<file path="config.mk">
export PLATFORM = sky130hd
export DESIGN_NAME = regfile_scoreboard
export DESIGN_NICKNAME = d
export VERILOG_FILES = /design/src/rtl/regfile_scoreboard.sv
export SDC_FILE = /design/constraint.sdc
export NUM_CORES = 1
export LEC_CHECK = 0
export BUFFER_PORTS_ARGS = -buffer_cell sky130_fd_sc_hd__buf_2
export CAP_MARGIN = 20
export CORE_ASPECT_RATIO = 1.2
export CORE_MARGIN = 5
export CORE_UTILIZATION = 55
export DETAILED_ROUTE_END_ITERATION = 8
export HOLD_SLACK_MARGIN = 0.02
export PLACE_DENSITY = 0.71
export SETUP_SLACK_MARGIN = 0.2
export SLEW_MARGIN = 30
export SYNTH_ARGS = -nofsm -noshare
export SYNTH_HDL_FRONTEND = slang
export SYNTH_SLANG_ARGS = --single-unit
</file>
<file path="constraint.sdc">
create_clock -name clk_i -period 10.9 [get_ports clk_i]
set_input_delay 2.725 -clock clk_i [delete_from_list [all_inputs] [get_ports clk_i]]
set_output_delay 2.725 -clock clk_i [all_outputs]
set_load 0.02 [all_outputs]
</file>
<file path="src/rtl/regfile_scoreboard.sv">
// Register file for the pipelined MIPS core: two combinational read ports, one write port,
// entry 0 hardwired to zero, a sequential clear sweep after reset, optional write-to-read
// bypass and a per-register pending-write scoreboard used by decode for RAW stalls.
module regfile_scoreboard #(
    parameter int unsigned DATA_W = 32,
    parameter int unsigned ADDR_W = 5,
    parameter int unsigned BYPASS = 1
) (
    input  logic              clk_i,
    input  logic              rst_i,
    // writeback port
    input  logic              we_i,
    input  logic [ADDR_W-1:0] waddr_i,
    input  logic [DATA_W-1:0] wdata_i,
    // read ports
    input  logic [ADDR_W-1:0] raddr1_i,
    input  logic [ADDR_W-1:0] raddr2_i,
    output logic [DATA_W-1:0] rdata1_o,
    output logic [DATA_W-1:0] rdata2_o,
    // scoreboard
    input  logic              issue_valid_i,
    input  logic [ADDR_W-1:0] issue_addr_i,
    output logic              busy1_o,
    output logic              busy2_o,
    output logic              ready_o
);

    localparam int unsigned       DEPTH    = 2 ** ADDR_W;
    localparam logic [ADDR_W-1:0] LastAddr = ADDR_W'(DEPTH - 1);
    localparam bit                BypassEn = (BYPASS != 0);

    typedef enum logic {
        StInit,
        StReady
    } state_e;

    state_e               state_q;
    logic [ADDR_W-1:0]    init_cnt_q;
    logic                 ready_q;
    logic [DEPTH-1:0]     pending_q;
    logic [DEPTH-1:0]     pending_d;
    logic [DATA_W-1:0]    mem_q [DEPTH];

    logic                 sweep_en;
    logic                 wr_en;
    logic                 issue_en;
    logic                 fwd1;
    logic                 fwd2;

    // Architectural writes and issues only count once the sweep has finished.
    assign sweep_en = (state_q == StInit) && !rst_i;
    assign wr_en    = ready_q && !rst_i && we_i && (waddr_i != '0);
    assign issue_en = ready_q && !rst_i && issue_valid_i && (issue_addr_i != '0);

    // Same-cycle writeback match per read port; only meaningful when bypass is built in.
    assign fwd1 = BypassEn && we_i && (waddr_i == raddr1_i);
    assign fwd2 = BypassEn && we_i && (waddr_i == raddr2_i);

    // Init/ready FSM: sweep every entry once after reset, then stay ready until the next reset.
    always_ff @(posedge clk_i) begin
        if (rst_i) begin
            state_q    <= StInit;
            init_cnt_q <= '0;
            ready_q    <= 1'b0;
        end else begin
            unique case (state_q)
                StInit: begin
                    if (init_cnt_q == LastAddr) begin
                        // Counter parks on the last entry instead of wrapping.
                        state_q <= StReady;
                        ready_q <= 1'b1;
                    end else begin
                        init_cnt_q <= init_cnt_q + 1'b1;
                    end
                end
                StReady: begin
                    state_q <= StReady;
                    ready_q <= 1'b1;
                end
                default: begin
                    state_q    <= StInit;
                    init_cnt_q <= '0;
                    ready_q    <= 1'b0;
                end
            endcase
        end
    end

    // Storage: the sweep clears one entry per cycle; afterwards the writeback port owns it.
    always_ff @(posedge clk_i) begin
        if (sweep_en) begin
            mem_q[init_cnt_q] <= '0;
        end else if (wr_en) begin
            mem_q[waddr_i] <= wdata_i;
        end
    end

    // Scoreboard next state: writeback clears, issue sets, and issue wins on a collision.
    always_comb begin
        pending_d = pending_q;
        if (wr_en) begin
            pending_d[waddr_i] = 1'b0;
        end
        if (issue_en) begin
            pending_d[issue_addr_i] = 1'b1;
        end
        pending_d[0] = 1'b0;
    end

    // Scoreboard state register.
    always_ff @(posedge clk_i) begin
        if (rst_i) begin
            pending_q <= '0;
        end else begin
            pending_q <= pending_d;
        end
    end

    // Read port 1: zero until ready and for entry 0, then bypass or array contents.
    always_comb begin
        rdata1_o = '0;
        if (ready_q && (raddr1_i != '0)) begin
            if (fwd1) begin
                rdata1_o = wdata_i;
            end else begin
                rdata1_o = mem_q[raddr1_i];
            end
        end
    end

    // Read port 2: same selection as port 1.
    always_comb begin
        rdata2_o = '0;
        if (ready_q && (raddr2_i != '0)) begin
            if (fwd2) begin
                rdata2_o = wdata_i;
            end else begin
                rdata2_o = mem_q[raddr2_i];
            end
        end
    end

    // Busy reflects registered pending state; a forwarded writeback resolves the hazard now.
    always_comb begin
        busy1_o = ready_q && pending_q[raddr1_i] && (raddr1_i != '0) && !fwd1;
        busy2_o = ready_q && pending_q[raddr2_i] && (raddr2_i != '0) && !fwd2;
    end

    assign ready_o = ready_q;

endmodule

</file>
Yosys cells after proc, flatten, opt, wreduce, memory -nomap -nowiden
Memory sizes are Yosys's and may differ from the RTL's.
Index checks and enable logic that the tools add are counted.
Word-level totals
  bits in registers: 39
  bits in latches: 0
  bits in writable memories: 1024
  ROM bits: 0
  input port bits: 56
  output and inout bits: 67
  memories: 1
Memory list
  mem_q: words 32, bits a word 32, read ports 2, clocked after Yosys merged registers in 0, wr ports 1, RTL line 42  | logic [DATA_W-1:0] mem_q [DEPTH];
Operators by class
  $add $sub $neg: 1
  multiply operators: 0
  divide/modulo/power cells: 0
  magnitude comparators: 6
  equal/unequal tests: 4
  shifts and indexed selects: 0
  mux-type cells: 26
  bitwise operators: 5
  reductions and logical operators: 27
Operator list (number)
  2-to-1 mux 32 bit: 7
  AND 32 bit: 1
  NOT 32 bit: 1
  bitwise OR 32 bit: 1
  OR reduction 32 bit: 1
  < comparator 5 x 6 -> 1 bit (second input constant): 4
  nonzero test 5 bit: 4
  logical AND 1 bit: 18
  2-to-1 mux 1 bit: 12
  binary-select mux 1 bit (select 5 bit): 2
  demux 1 bit (select 5 bit): 2
  equality test 5 bit: 2
  >= comparator 5 x 1 -> 1 bit (second input constant): 2
  adder 5 x 1 -> 5 bit (second input constant): 1
  equality test 5 bit (second input constant): 1
  2-to-1 mux 5 bit: 1
  one-hot mux 1 bit (2 select lines): 2
  zero test 1 bit: 3
  != test 2 x 1 -> 1 bit (second input constant): 1
  NOT 1 bit: 2
  AND reduction 2 bit: 1

Longest topological paths before layout
Gate-level depths: netlist of run 1.
  depth after elaboration: 9
  depth in mapped cells: 9
  mapped depth without buffers: 7

Worst setup path before layout of run 1
Ideal clock, no wire load.
  path type: input -> output
  start point: in raddr2_i[0]
  end point: out rdata2_o[29]
  arrival time: 4.577 ns
  required time: 8.175 ns
  setup slack: 3.598 ns
  stages on the path: 8
  buffers on the path: 4
  path through: buf_4 -> buf_4 -> buf_4 -> buf_4 -> mux2i_1 -> a221oi_1 -> a221oi_1 -> nor4_1
On the way
  word-level cells in the longest chain between the ends: 4
  elaborated cells on any way between the ends: 7
Ends and longest elaborated chain
  from (decl): RTL line 17  | input logic [ADDR_W-1:0] raddr2_i,
  branches (longest 3 deep; another with memory (32 x 32 bit))
  2-to-1 mux 32 bit *: RTL line 134  | if (ready_q && (raddr2_i != '0)) begin
  to (decl): RTL line 19  | output logic [DATA_W-1:0] rdata2_o,
Mark *: on every way between the ends.

Worst setup path in the final report of run 1
  start point: in raddr1_i[1]
  end point: out rdata1_o[4]
On the way
  word-level cells in the longest chain between the ends: 4
  elaborated cells on any way between the ends: 7
Ends and longest elaborated chain
  from (decl): RTL line 16  | input logic [ADDR_W-1:0] raddr1_i,
  branches (longest 3 deep; another with memory (32 x 32 bit))
  2-to-1 mux 32 bit *: RTL line 122  | if (ready_q && (raddr1_i != '0)) begin
  to (decl): RTL line 18  | output logic [DATA_W-1:0] rdata1_o,
Marks and branches as above.

==> run summary, run 1 <==
Top cell type's share of synthesized area: 60.5%
Pwr per Cell Area: 154 nW/µm²
Die area: 98600 µm²
# rows: 122
Fmax: 113 MHz
Vias post-DR: 32045
Clk_skew: 0.0310 ns
Total CTS buffers: 104
Final hold viol count: 0
Rel. slew slack: 27.7%
Clock slew at reported path FFs: 0.06 ns
WHS: 0.497 ns
Hold_sp: pending_q[20]
Clk root buf: clkbuf_16
Clk Latency, worst-skew pair: 0.70 ns
Synth Cell Area: 50800 µm²
Fill cells: 6494
Drt drc: 0
Worst IR drop on VDD: 0.149 mV
Wirelength, routed: 153000 µm
Crit path DAT: 6.11 ns
GRT Util Overall: 30.8%
Crit path launch type: primary input
Post-synthesis sequential area ratio: 62.0%
Core Util, Final: 61.3%
Vias in the first global route: 32797
Final worst path period share: 81.1%
Worst endpoint required time: 8.18 ns
Largest net degree at the start of global routing: 133
Worst Setup End Kind: output port
WS Path Type: in -> out
Top-count cell post-synth: edfxtp_1
Post-DP HPWL: 84600 µm
Antenna violations before repair: 0
I/O Buffers: 122
Clk sinks: 1062
H-Tree Depth: 3
Global-route wire length before repair: 221000 µm
Largest cells by area after synthesis: edfxtp_1, mux4_2, mux2i_1
Pre-antenna DRT Iters: 6
Avg Cell Area, Syn: 17.2 µm²
Hold Path Stages: 2
Number of placed cells counting well taps: 4138
Synth Warn #: 0
Post-synth top cells: edfxtp_1, mux4_2, mux2i_1
CTS Hold Bufs: 0
Dominant cell type by area after synthesis: edfxtp_1
Reg2Reg Depth: 5
Worst slack, placed: 2.16 ns
IO Count: 123
CP startpoint: raddr1_i[1]
Register Area: 31500 µm²
Initial Util: 55.2%
R2r startpoint: ready_o
Slew @ Worst Pin: 1.08 ns
Max cap viols: 0
Gr ovfl total: 0
Final min period: 8.84 ns
Outcome: finished clean
Area growth from synthesis to layout: 11.0%
Worst min path class: reg -> reg
Async set or reset register ratio after synthesis: 0%
P_leak: 17.5 nW
Routability Congestion: 0.850
Syn nets: 3006
Initial DRC count: 3988
Diode count: 0
Setup bufs post-CTS: 0
Routed Antenna Nets: 0
EDFF count, synth: 1024
Area occupied by multi-input gates: 18500 µm²
Final setup margin: 2.06 ns
Synth Register Bits: 1062
CP max FO: 120
CTS tree: done
Synth cell types: 56
Clock Tree Buf Depth: 3
Final Setup Violations: 0
Layout cells sized above 1: 27.4%
Final Max Tran Viols: 0
Syn Inst Count: 2948
Fin nets: 3064
Die width: 288 µm
PostCTS Resize Cnt: 0
RSZ-0062 raised after global routing: false
Die height: 343 µm
Core area: 92000 µm²
DR vias/cell: 7.39
Avg WL per Cell: 35.4 µm
Ys flop type: edfxtp_1
Setup TNS: 0 ns
Non-Filler Instances: 4334
[registers in the layout, summed over array words and instances (netlist names)]
register	flops
init_cnt_q	5
mem_q	1024
pending_q	31
ready_o	1
state_q	1
[per-stage QoR]
step           total power, mW  cell area, µm²
2_1_floorplan             4.92           50800
3_3_place_gp              5.08           52900
3_5_place_dp              5.09           52900
4_1_cts                   8.69           56300
5_1_grt                   8.90           56400
6_report                  8.68           56400
[placed cells by master, fill, tap and decap left out, types with 31 or more instances in the layout]
master     count
nor2b_1       37
a22oi_1       91
nand2_1       63
edfxtp_1    1024
mux4_2       374
a211o_1       61
and2_2        31
mux2i_1      316
dfxtp_1       38
o21bai_1      60
a221oi_1     123
nor2_4        35
buf_4         77
clkbuf_16    106
buf_2        114
a21oi_1      128
o21ai_0       39
mux2_2        36
a211oi_1      31
[final cells by class]
type                       count  area share [%]
clock buffer                 128            4.85
clock inverter                66            1.26
timing repair buffer         206            2.52
multi-input combinational   1626            32.7
sequential                  1062            55.9
tap                         1240            2.75
inverter                       6          0.0399
[cells by family (layout without fill, tap and decap cells)]
| logic type | Yosys count | count (layout) | synth area share (%) |
|---|---|---|---|
| buffers and inverters | 260 | 406 | 2.48 |
| multiplexers | 728 | 728 | 23.7 |
| AND/OR/NAND/NOR | 239 | 239 | 2.35 |
| XOR/XNOR | 13 | 13 | 0.224 |
| AO/OA/AOI/OAI | 644 | 644 | 9.22 |
| adder cells (fa/ha/maj) | 2 | 2 | 0.0492 |
| flip-flops | 1062 | 1062 | 62.0 |
[critical path, cell delays in order]
cell	delay, ns
buf_8	0.57
buf_12	0.66
nor2_4	0.20
buf_4	0.45
a221oi_1	0.48
a22oi_1	0.15
a21oi_1	0.36
a211o_1	0.16
buf_2	0.16
[worst paths after layout]
path | end | slack, ns
min | pending_q[20] | 0.50
min reg2reg | pending_q[20] | 0.50
max reg2reg | mem_q[30][9] | 6.80
max | rdata1_o[4] | 2.06
[routing by layer]
layer  GRT usage (%)  part of all wire [%]  wire length [µm]  up-vias
li1                -                     -                 -    12712
met4            15.6                   6.2              9590        0
met5               0                     0                 0        -
met1            38.8                    34             51900    16493
met2            51.2                    49             75400     2258
met3            6.52                    11             16600      582
[where the power goes]
part	internal [mW]	total (mW)	switching, mW	leakage, nW
combinational	0.222	0.560	0.338	7.51
clock	2.09	3.66	1.57	1.67
sequential	4.44	4.45	0.0142	8.28
total	6.75	8.68	1.92	17.5
(Power assumes the default switching activity.)
==> run 2, diff against run 1 <==
==> constraint.sdc (replaced) <==
create_clock -name clk_i -period 8.5 [get_ports clk_i]
set_input_delay 2.125 -clock clk_i [delete_from_list [all_inputs] [get_ports clk_i]]
set_output_delay 2.125 -clock clk_i [all_outputs]
set_load 0.02 [all_outputs]
==> run 2 against run 1 <==
  * Clock skew increased by 0.0015 ns
  * Hold slack worse by 0.010 ns
  * Sequential power rose by 28%
  * Die area unchanged
  * Register-to-register slack got worse by 2.5 ns
  * Wire length up 1.5%
  * Flip-flop and latch count unchanged
  * Sequential share of layout area down 0.60 points
  * Clock-buffer cell count grew 2
  * Critical endpoint is now rdata2_o[13]
==> run summary, run 2 (same netlist as run 1, synthesis figures left out) <==
Routability Congestion: 0.840
Die area: 98600 µm²
Worst Setup End Kind: output port
Pwr per Cell Area: 195 nW/µm²
Gr ovfl total: 0
CP max FO: 60
Largest net degree at the start of global routing: 94
Net Sw Frac: 22.4%
Die width: 288 µm
Seq pwr share: 51.2%
Wirelength, routed: 156000 µm
Final min period: 7.43 ns
Crit path launch type: primary input
Pre-antenna DRT Iters: 5
DR vias/cell: 7.38
Final Max Tran Viols: 0
CTS tree: done
IO Count: 123
Fin nets: 3099
Global-route wire length before repair: 225000 µm
Final hold viol count: 0
Vias in the first global route: 33302
Clk sinks: 1062
Setup TNS: 0 ns
Crit path DAT: 5.31 ns
Combinational Power Share: 6.5%
P_leak: 17.7 nW
Fill cells: 6419
Fmax: 135 MHz
Die height: 343 µm
Drt drc: 0
Avg WL per Cell: 35.6 µm
Area growth from synthesis to layout: 12.2%
PostCTS Resize Cnt: 0
Commonest non-fill, non-tap cell in the layout: edfxtp_1
Final Setup Violations: 0
Clk Latency, worst-skew pair: 0.70 ns
H-Tree Depth: 3
Vias post-DR: 32265
Slew @ Worst Pin: 1.13 ns
Routed Antenna Nets: 0
Rel. slew slack: 24.7%
RSZ-0062 raised after global routing: false
Biggest register: mem_q
Clock Tree Buf Depth: 3
Final worst path period share: 87.4%
Post-DP HPWL: 90800 µm
Initial Util: 55.2%
Total CTS buffers: 106
Worst IR drop on VDD: 0.193 mV
Initial DRC count: 4134
Final Total Pwr: 11.1 mW
Clock slew at reported path FFs: 0.06 ns
Most frequent cells in the layout: edfxtp_1, mux4_2, mux2i_1, a21oi_1, a221oi_1
Internal power: 8.65 mW
Clk root buf: clkbuf_16
Layout cells sized above 1: 28.4%
GRT Util Overall: 31.3%
Max cap viols: 0
Power share of the clock group: 42.2%
WS Path Type: in -> out
Max reg flops: 1024
I/O Buffers: 122
Switching Power: 2.50 mW
Antenna violations before repair: 3
CTS Hold Bufs: 0
Setup bufs post-CTS: 0
# rows: 122
Worst min path class: reg -> reg
Worst endpoint required time: 6.38 ns
Largest regs: mem_q: 1024 flops, pending_q: 31 flops, init_cnt_q: 5 flops
Clk_skew: 0.0325 ns
Outcome: finished clean
Core area: 92000 µm²
run 2: cell type report:
type	count	area [µm²]	area share [%]
diodes	3	7.51	0.0132
well taps	1240	1550	2.72
inverters	6	22.5	0.0395
multi-input cells	1626	18500	32.4
repair buffers	239	1970	3.46
clock inverters	67	666	1.17
clock buffers	130	2820	4.94
flip-flops and latches	1062	31500	55.3
run 2: worst paths after layout:
path,start,endpoint,slack (ns),cells after the start
max,raddr2_i[0],rdata2_o[13],1.07,9
min,pending_q[22],pending_q[22],0.49,2
min reg2reg,pending_q[22],pending_q[22],0.49,2
max reg2reg,ready_o,mem_q[12][14],4.30,6
run 2: metrics by stage:
stage / worst slack (ns) / area, µm² / std cells / hold slack, ns / utilization (%)
floorplan: 2.40 / 50800 / 2948 / 0.460 / -
global placement: 1.14 / 53100 / 4160 / 0.472 / 57.7
detailed placement: 1.16 / 53500 / 4173 / 0.478 / 58.1
CTS: 1.13 / 57000 / 4370 / 0.486 / 61.9
global route: 1.07 / 57000 / 4370 / 0.516 / 61.9
finish: 1.07 / 57000 / 4373 / 0.486 / 62.0
run 2: power groups by stage:
stage               Sequential, mW  Combinational (mW)  Clock [mW]
global route                  5.71               0.755        4.97
CTS                           5.71               0.718        4.74
detailed placement            5.82               0.716           0
floorplan                     5.81               0.501           0
finish                        5.71               0.729        4.71
global placement              5.82               0.705           0
run 2: per-layer routing:
metal	track usage (%)	wire [µm]	vias up
met4	16.5	9850	2
met3	6.59	17500	561
met1	39.8	52500	16612
met5	0	12	-
li1	-	-	12760
met2	51.3	75900	2330
run 2: critical path, cell delays in order:
cell and delay (ns):
buf_8 0.46, nor3_1 0.13, nand2_1 0.13, nand2_2 0.56, buf_4 0.49, a2111oi_0 0.82, buf_4 0.24, a211o_1 0.09
buf_2 0.16
